<file path="config.mk">
export PLATFORM = sky130hd
export DESIGN_NAME = rr_mux_scheduler
export DESIGN_NICKNAME = d
export VERILOG_FILES = /design/src/rtl/rr_mux_scheduler.sv
export SDC_FILE = /design/constraint.sdc
export NUM_CORES = 1
export LEC_CHECK = 0
export BUFFER_PORTS_ARGS = -buffer_cell sky130_fd_sc_hd__buf_4
export CAP_MARGIN = 5
export CORE_MARGIN = 2
export CORE_UTILIZATION = 50
export DETAILED_ROUTE_END_ITERATION = 12
export GPL_TIMING_DRIVEN = 0
export MAX_ROUTING_LAYER = met4
export PLACE_DENSITY_LB_ADDON = 0.12
export SKIP_CTS_REPAIR_TIMING = 1
export SLEW_MARGIN = 10
export SYNTH_ARGS = -nofsm -noshare
export SYNTH_HDL_FRONTEND = slang
export SYNTH_SLANG_ARGS = --single-unit
export TNS_END_PERCENT = 100
</file>
<file path="constraint.sdc">
create_clock -name clk -period 4.8 [get_ports clk]
set_clock_uncertainty 0.15 [all_clocks]
set_input_delay 0.96 -clock clk [delete_from_list [all_inputs] [get_ports clk]]
set_output_delay 0.96 -clock clk [all_outputs]
set_load 0.005 [all_outputs]
</file>
<file path="src/rtl/rr_mux_scheduler.sv">
// rr_mux_scheduler: round-robin arbiter driving a shared 16:1 bit mux with bounded hold per grant
module rr_mux_scheduler #(
  parameter int MAX_HOLD = 4
) (
  input  logic        clk,
  input  logic        rst,
  input  logic [15:0] req,
  input  logic [15:0] din,
  input  logic        out_ready,
  output logic [3:0]  sel,
  output logic [15:0] gnt,
  output logic        f,
  output logic        f_valid
);
  typedef enum logic {IDLE, GRANT} state_t;
  state_t      state_q, state_d;
  logic [3:0]  ptr_q, ptr_d, cnt_q, cnt_d, sel_q, sel_d, win;
  logic [15:0] gnt_q, gnt_d;
  logic        xfer, release_now;
  // Scan downward so the last hit is the nearest request at or above ptr.
  always_comb begin
    win = '0;
    for (int i = 15; i >= 0; i--)
      if (req[ptr_q + 4'(i)]) win = ptr_q + 4'(i);
  end
  assign f_valid     = !rst && state_q == GRANT && req[sel_q];
  assign f           = f_valid && din[sel_q];
  assign xfer        = f_valid && out_ready;
  assign release_now = !req[sel_q] || (xfer && cnt_q + 4'd1 == 4'(MAX_HOLD));
  assign sel         = sel_q;
  assign gnt         = gnt_q;
  always_comb begin
    state_d = state_q;
    ptr_d   = ptr_q;
    cnt_d   = cnt_q;
    sel_d   = sel_q;
    gnt_d   = gnt_q;
    if (state_q == IDLE) begin
      if (|req) begin
        state_d = GRANT;
        sel_d   = win;
        gnt_d   = 16'd1 << win;
        cnt_d   = '0;
      end
    end else if (release_now) begin
      state_d = IDLE;
      gnt_d   = '0;
      cnt_d   = '0;
      ptr_d   = sel_q + 4'd1;
    end else if (xfer) begin
      cnt_d = cnt_q + 4'd1;
    end
  end
  always_ff @(posedge clk) begin
    if (rst) begin
      state_q <= IDLE;
      ptr_q   <= '0;
      cnt_q   <= '0;
      sel_q   <= '0;
      gnt_q   <= '0;
    end else begin
      state_q <= state_d;
      ptr_q   <= ptr_d;
      cnt_q   <= cnt_d;
      sel_q   <= sel_d;
      gnt_q   <= gnt_d;
    end
  end
endmodule

</file>
======== Word level (Yosys, flattened, before mapping) ========
Index checks and enable logic that the tools add are counted.
cells by class
  shift operators ......................... 1
  add/subtract/negate cells ............... 17
  order comparisons ....................... 17
  multiplexer cells ....................... 62
  multipliers ............................. 0
  bitwise gates (word level) .............. 1
  eq/ne operators ......................... 3
  reductions and logical operators ........ 14
  divide/modulo/power cells ............... 0
operators by type and width
  kind                  count
  $lt 4x5->1 const B    17
  $mux 4                20
  $bmux 1 s4            18
  $mux 16               3
  $add 4x4->4 const B   8
  $mux 1                21
  $add 4x3->4 const B   4
  $reduce_or 16->1      1
  $shl 1x4->16 const A  1
  $add 4x1->4 const B   3
  $add 4x2->4 const B   2
  $reduce_and 2->1      4
  $logic_and 1x1->1     5
  $eq 4x3->1 const B    1
  $ne 3x1->1 const B    1
  $logic_not 1->1       2
  $ne 2x1->1 const B    1
  $reduce_bool 2->1     1
  $logic_or 1x1->1      1
  $not 1->1             1
word-level totals
  register bits after elaboration ......... 29
  word-level logic and storage cells ...... 120
  bits in read-only memories .............. 0
  bits in latches ......................... 0
  input bits .............................. 35
  memories kept ........................... 0
  bits in writable memories ............... 0

======== Logic depth before layout (Yosys ltp) ========
Gate-level depths: netlist (run 1).
  depth after elaboration ................. 22
  mapped depth ............................ 15
  mapped depth without buffers ............ 10

======== Least setup slack after synthesis (run 1) ========
No wires, ideal clock.
  path kind ............................... register to register
  start ................................... register ptr_q[0]
  end ..................................... register gnt_q[13] (netlist: gnt[13])
  path buffers ............................ 3
  slack ................................... 0.914 ns
  stages on the path, launching flop included .. 12
  data arrival time ....................... 3.635 ns
  required time ........................... 4.549 ns
  clock period less this slack ............ 3.886 ns
  cells stage by stage .................... dfxtp_1 -> buf_6 -> buf_12 -> inv_1 -> ha_1 -> buf_6 -> mux4_1 -> mux4_2 -> a311o_1 -> a21o_1 -> a211o_4 -> o41ai_1
between the ends
  longest elaborated chain between the ends .. 22
  elaborated cells between the ends (all ways) .. 66
  those cells by class .................... add/sub: 15; shift: 1; mux: 50
ends and longest elaborated chain
  item                          line  source
  from (decl)                   17    logic [3:0] ptr_q, ptr_d, cnt_q, cnt_d, sel_q, sel_d, win;
  from (signal assigned)        63    ptr_q <= ptr_d;
  $add 4x4->4                   24    if (req[ptr_q + 4'(i)]) win = ptr_q + 4'(i);
  $bmux 1 s4                    24
  $mux 1 (implied by the code)  24
  $mux 4 (15 in a row)          24
  $mux 4 (*)                    24
  $shl 1x4->16 (*)              42    gnt_d = 16'd1 << win;
  $mux 16 (*)                   39    if (|req) begin
  $mux 16 (*)                   38    if (state_q == IDLE) begin
  to (signal assigned)          66    gnt_q <= gnt_d;
  to (decl)                     18    logic [15:0] gnt_q, gnt_d;
Mark *: on every way between the ends. The rest lies on a longest branch, timed or not. The select of a mux whose other input is x is not followed.
A chain may end at the register's enable or synchronous reset.

======== Final worst setup path (run 1) ========
  start ................................... register ptr_q[1]
  end ..................................... register gnt_q[10] (netlist: gnt[10])
The elaborated chain is that of the path after synthesis.

==> run summary, run 1 <==
Worst EP required: 4.81 ns
Post-DP HPWL: 8.81 mm
status: complete, no violations
die area: 0.00882 sq mm
synthesis-to-layout area growth: 15.7%
grt ovf: 0
number of global-route vias before repair: 3,591
switching part of the total power: 52.9%
Max Root-Sink Buffers: 2
final setup fails: 0
TritonCTS Buffers: 5
max-cap violations: 0
fill count: 697
WS Path Type: reg2reg
Comb pwr share: 84.4%
worst slack, placed: 0.189 ns
Clock Pin Slew Worst Setup and Hold Paths: 0.06 ns
CTS tree: built
slew margin rel.: 44.8%
Hold WC Path Type: reg2reg
Post-Synthesis Cell Area: 0.00404 sq mm
synthesized flop and latch total: 29
cell family with most CP delay: compound AO/OA/AOI/OAI gates
Synth Instances: 392
Post-synth EDFFs: 0
critical path cell sequence: buf_6, buf_6, inv_2, ha_1, buf_6, mux4_1, mux4_2, o21bai_1, a2111oi_1, o21ai_1, o21a_4, o41ai_1
Fin. Hold Viols: 0
top cell type's share of synthesized area: 21.7%
setup_tns: 0 ns
Port-buffer cells: 55
core area: 0.00777 sq mm
Pins Over Slew Limit: 0
Ys Warns: 0
share of post-route cells with drive strength above 1: 34.9%
largest net degree at the start of global routing: 14
Post-Syn Nets: 436
Sink Count: 29
worst-margin pin slew: 0.817 ns
power per cell area: 738 mW/mm^2
Internal Power: 0.00163 W
FFs w/ async S/R, synth: 0%
clock power share: 5.5%
htree depth: 2
Seq pwr share: 10.1%
crit path max fanout: 13
sequential area share after synthesis: 14.4%
Setup crit start kind: flop
clk_lat worst skew: 0.28 ns
Net Sw Power: 0.00183 W
Max stage delay on crit path: 0.71 ns
die height: 93.9 um
slowest CP cell: mux4_1
final period utilization: 94.8%
gr usage total: 27.2%
post-route cell area: 0.00468 sq mm
DR pass1 iterations: 5
initial antenna violation count: 0
CP Capture Type: flop
ANT nets after route: 0
ys flop type: dfxtp_1
Hold WS: 0.307 ns
clock root buffer master: clkbuf_8
critical path arrival: 4.56 ns
post-placement cell area: 0.00458 sq mm
initial core utilization: 52.1%
WL final: 11.2 mm
maximum vdd ir drop: 0.000296 V
library cells used by synthesis: 90
Syn Area/Cell: 10.3 sq um
DR iter-0 viols: 276
Fmax: 220 MHz
Core Util, Final: 60.3%
nets@finish: 498
Bufs and invs on worst path: 4
global-route wire length before repair: 18.3 mm
GPL Wtd Cong: 0.963
leakage power: 1.77 nW
Vias: 3,771
die width: 93.9 um
# IOs: 57
row count: 32
n_diodes: 0
# DRC: 0
Final Critical Period: 4.55 ns
routed vias/inst: 6.77
Final Worst Setup Slack: 0.251 ns
Synth area leaders: mux4_2 22%, dfxtp_1 14%, mux2i_1 5.2%
most used cell, CP: buf_6
drt wl/cell: 20.2 um
area leader, netlist: mux4_2
## kinds of logic (layout without fill, tap and decap cells)
kind of cell	count (synthesis)	after routing	synth area share, %
AOI/OAI and AO/OA	111	111	24.3
adders and majority gates	9	9	2.78
muxes	77	77	34.7
xor gates and xnor gates	17	17	4.33
and+or+nand+nor	109	109	13.0
DFF	29	29	14.4
buffers and inverters	40	103	6.62
## state kept, by name, indices dropped and copies added, names as in the netlist
register and count:
ptr_q 4, cnt_q 4, sel 4, gnt 16, state_q 1
## power by group through the flow
stage / Sequential, W / Clock (W) / Combinational, W
2_1_floorplan: 0.000344 / 0 / 0.00222
3_3_place_gp: 0.000351 / 0 / 0.00282
3_5_place_dp: 0.000354 / 0 / 0.00284
4_1_cts: 0.000348 / 0.000196 / 0.00285
5_1_grt: 0.000358 / 0.000212 / 0.00314
6_report: 0.000348 / 0.000190 / 0.00292
## synth_stat cells (all sizes together), types with 2 or more instances
master   number
o211ai        7
o21a          2
nand2b        4
a211oi       14
nand2        35
a21oi        19
nor2b         4
o22ai         3
mux2          8
or2           2
a221oi        2
nor3          4
a221o         2
xnor2         9
mux4         46
o41ai        16
a2bb2oi       2
o21ai        13
xor2          8
clkbuf       12
a21boi        2
dfxtp        29
nor2         32
buf          12
or3b          2
mux2i        23
nand3         6
ha            9
o311ai        2
or3           5
nand3b        2
nor4          4
o22a          3
o311a         2
inv          15
and2          3
a2111oi       5
## layout by cell type (no fill, tap or decap), types with 12 or more instances in the layout
master	instances
inv_1	14
mux2i_1	21
a21oi_1	16
nor2_1	31
mux4_2	39
a211oi_1	12
nand2_1	35
dfxtp_1	28
buf_4	56
## area by class of cell
cell class	count	area (sq um)	area share, %
buffer	25	211	4.52
tap	102	128	2.73
clock inverter	2	10.0	0.214
inverter	15	56.3	1.20
clock buffer	6	72.6	1.55
multi-input combinational	323	3210	68.5
timing repair buffer	55	413	8.82
sequential	29	582	12.4
## worst paths after layout
check,end,depth (start not counted),slack (ns),start
worst max-delay path,gnt[10],12,0.25,ptr_q[1]
worst max register to register,gnt[10],12,0.25,ptr_q[1]
worst min register to register,gnt[8],2,0.31,gnt[8]
worst min-delay path,gnt[8],2,0.31,gnt[8]
## layer usage
layer | GRT usage (%) | vias to the layer above | part of all wire (%)
met3 | 4.74 | 22 | 7.8
li1 | - | 1718 | -
met5 | - | - | 0
met2 | 42.7 | 192 | 47
met1 | 36.5 | 1839 | 43
met4 | 7.97 | 0 | 2.0
## worst reg2reg max path, delay by kind of cell (launching register included)
kind            cells  cell delay [ns]
compound gates      5             1.53
fa+ha+maj           1             0.33
buf+inv             4             0.68
flops               1             0.44
mux                 2             1.30
## metrics by stage
step	power (W)	cells
CTS	0.00339	557
global placement	0.00317	549
global route	0.00371	557
detailed placement	0.00319	549
finish	0.00345	557
floorplan	0.00257	392
No activity file was read; power rests on OpenSTA's default activity.
==> run 2, diff against run 1 <==
- BUFFER_PORTS_ARGS: -buffer_cell sky130_fd_sc_hd__buf_4 -> -buffer_cell sky130_fd_sc_hd__buf_2
==> run 2 against run 1 <==
Net effect:
- via count shrank 0.48%
- fmax shrank 0.44%
- final cell count is the same
- count of clock-buffer cells in the layout is the same
- flip-flop and latch count is the same
- critical path type unchanged
- sequential power is essentially flat
- critical endpoint is now sel[0]
==> run summary, run 2 (synthesis results as in run 1) <==
share of post-route cells with drive strength above 1: 34.5% (-0.44 points)
max-cap violations: 0 (unchanged)
Hold WC Path Type: reg2reg
status: complete, no violations
crit path max fanout: 10 (-3)
post-route cell area: 0.00453 sq mm (-3.2%)
cell family with most CP delay: compound AO/OA/AOI/OAI gates
top sig layer: met4
nets@finish: 498 (unchanged)
Fin. Hold Viols: 0 (unchanged)
die height: 93.9 um (unchanged)
gr usage total: 26.9% (-0.30 points)
Fmax: 219 MHz (-0.44%)
WL met2: 5.21 mm (-2.0%)
critical path arrival: 4.56 ns (about the same)
worst-margin pin slew: 0.849 ns (+0.0314 ns)
final period utilization: 95.2% (+0.42 points)
GPL Wtd Cong: 0.984 (+2.2%)
Cell Count, Final, Fillers Out: 557 (unchanged)
most frequent cells in the layout: 58 x buf_2, 39 x mux4_2, 35 x nand2_1
grt ovf: 0 (unchanged)
TritonCTS Buffers: 5 (unchanged)
critical path cell sequence: buf_6, buf_12, inv_1, ha_1, buf_6, mux4_1, mux4_2, o21bai_1, a2111oi_0, o21ai_1, o21ai_2, a211oi_1
Clock Pin Slew Worst Setup and Hold Paths: 0.06 ns (about the same)
htree depth: 2 (unchanged)
n_diodes: 0 (unchanged)
most used cell, CP: buf_6
setup_tns: 0 ns (unchanged)
DR iter-0 viols: 353 (+28%)
# IOs: 57 (unchanged)
CTS tree: built
core area: 0.00777 sq mm (unchanged)
Vias: 3,753 (-0.48%)
max reg flops: 16 (unchanged)
Setup crit start kind: flop
WS Path Type: reg2reg
routed vias/inst: 6.74 (-0.48%)
placed cell count: 549 (unchanged)
post-placement cell area: 0.00445 sq mm (-3.0%)
maximum vdd ir drop: 0.000313 V (+5.8%)
DR pass1 iterations: 5 (unchanged)
number of global-route vias before repair: 3,484 (-3.0%)
Bufs and invs on worst path: 4 (unchanged)
WL final: 11.1 mm (-0.95%)
die area: 0.00882 sq mm (unchanged)
final setup fails: 0 (unchanged)
initial antenna violation count: 0 (unchanged)
RSZ-0062 raised after global routing: false
clk_lat worst skew: 0.28 ns (about the same)
Final Critical Period: 4.57 ns (+0.0202 ns)
initial core utilization: 52.1% (unchanged)
Worst EP required: 4.79 ns (-0.02 ns)
met1 WL: 4.84 mm (+0.62%)
commonest non-fill, non-tap cell in the layout: buf_2
drt wl/cell: 20.0 um (-0.95%)
Pins Over Slew Limit: 0 (unchanged)
Post-DP HPWL: 8.62 mm (-2.2%)
slowest CP cell: mux4_1
power per cell area: 748 mW/mm^2 (+1.3%)
die width: 93.9 um (unchanged)
global-route wire length before repair: 18.1 mm (-1.1%)
leakage power: 1.74 nW (-1.7%)
slew margin rel.: 42.7% (-2.1 points)
ANT nets after route: 0 (unchanged)
largest net degree at the start of global routing: 14 (unchanged)
# DRC: 0 (unchanged)
Sink Count: 29 (unchanged)
Max stage delay on crit path: 0.69 ns (-0.02 ns)
Port-buffer cells: 55 (unchanged)
clock root buffer master: clkbuf_8
synthesis-to-layout area growth: 12.0%
Max Root-Sink Buffers: 2 (unchanged)
CP Capture Type: flop
row count: 32 (unchanged)
met3 wire length: 858 um (-2.5%)
==> run 2: final cells by class <==
cell class                 instances  area (sq um)
clock inverter                     2          10.0
multi-input combinational        323          3200
inverter                          15          56.3
timing repair buffer              55           275
clock buffer                       6          72.6
fill                             702          3240
buffer                            25           211
tap                              102           128
sequential                        29           581
==> run 2: where the power goes <==
| group | internal [W] | total (W) | leakage, nW | switching (W) |
|---|---|---|---|---|
| clock | 0.000100 | 0.000191 | 0.0450 | 0.0000913 |
| sequential | 0.000296 | 0.000346 | 0.236 | 0.0000498 |
| combinational | 0.00119 | 0.00285 | 1.46 | 0.00166 |
==> run 2: routing by layer <==
metal	up-vias	track usage, %
li1	1715	-
met1	1821	38.1
met2	200	41.5
met3	17	3.69
met4	0	6.16
met5	-	-
==> run 2: path summary, 6_finish.rpt <==
| path | startpoint | to | cells after the start | slack, ns |
|---|---|---|---|---|
| max | ptr_q[0] | sel[0] | 12 | 0.23 |
| min | gnt[9] | gnt[9] | 2 | 0.30 |
| max reg2reg | ptr_q[0] | sel[0] | 12 | 0.23 |
| min reg2reg | gnt[9] | gnt[9] | 2 | 0.30 |
==> run 2: metrics by stage <==
step	util [%]	total power (W)	hold slack [ns]	setup WS [ns]
6_report	58.3	0.00339	0.297	0.231
5_1_grt	58.3	0.00366	0.332	0.00473
4_1_cts	58.3	0.00336	0.305	0.239
3_5_place_dp	57.2	0.00316	0.289	0.263
3_3_place_gp	57.2	0.00315	0.281	0.275
2_1_floorplan	-	0.00257	0.294	0.914
==> run 2: worst min-delay path, delay by kind of cell (launching register included) <==
| family | cells | cell delay [ns] |
|---|---|---|
| compound gates | 1 | 0.05 |
| flops | 1 | 0.32 |
| simple gates | 1 | 0.05 |
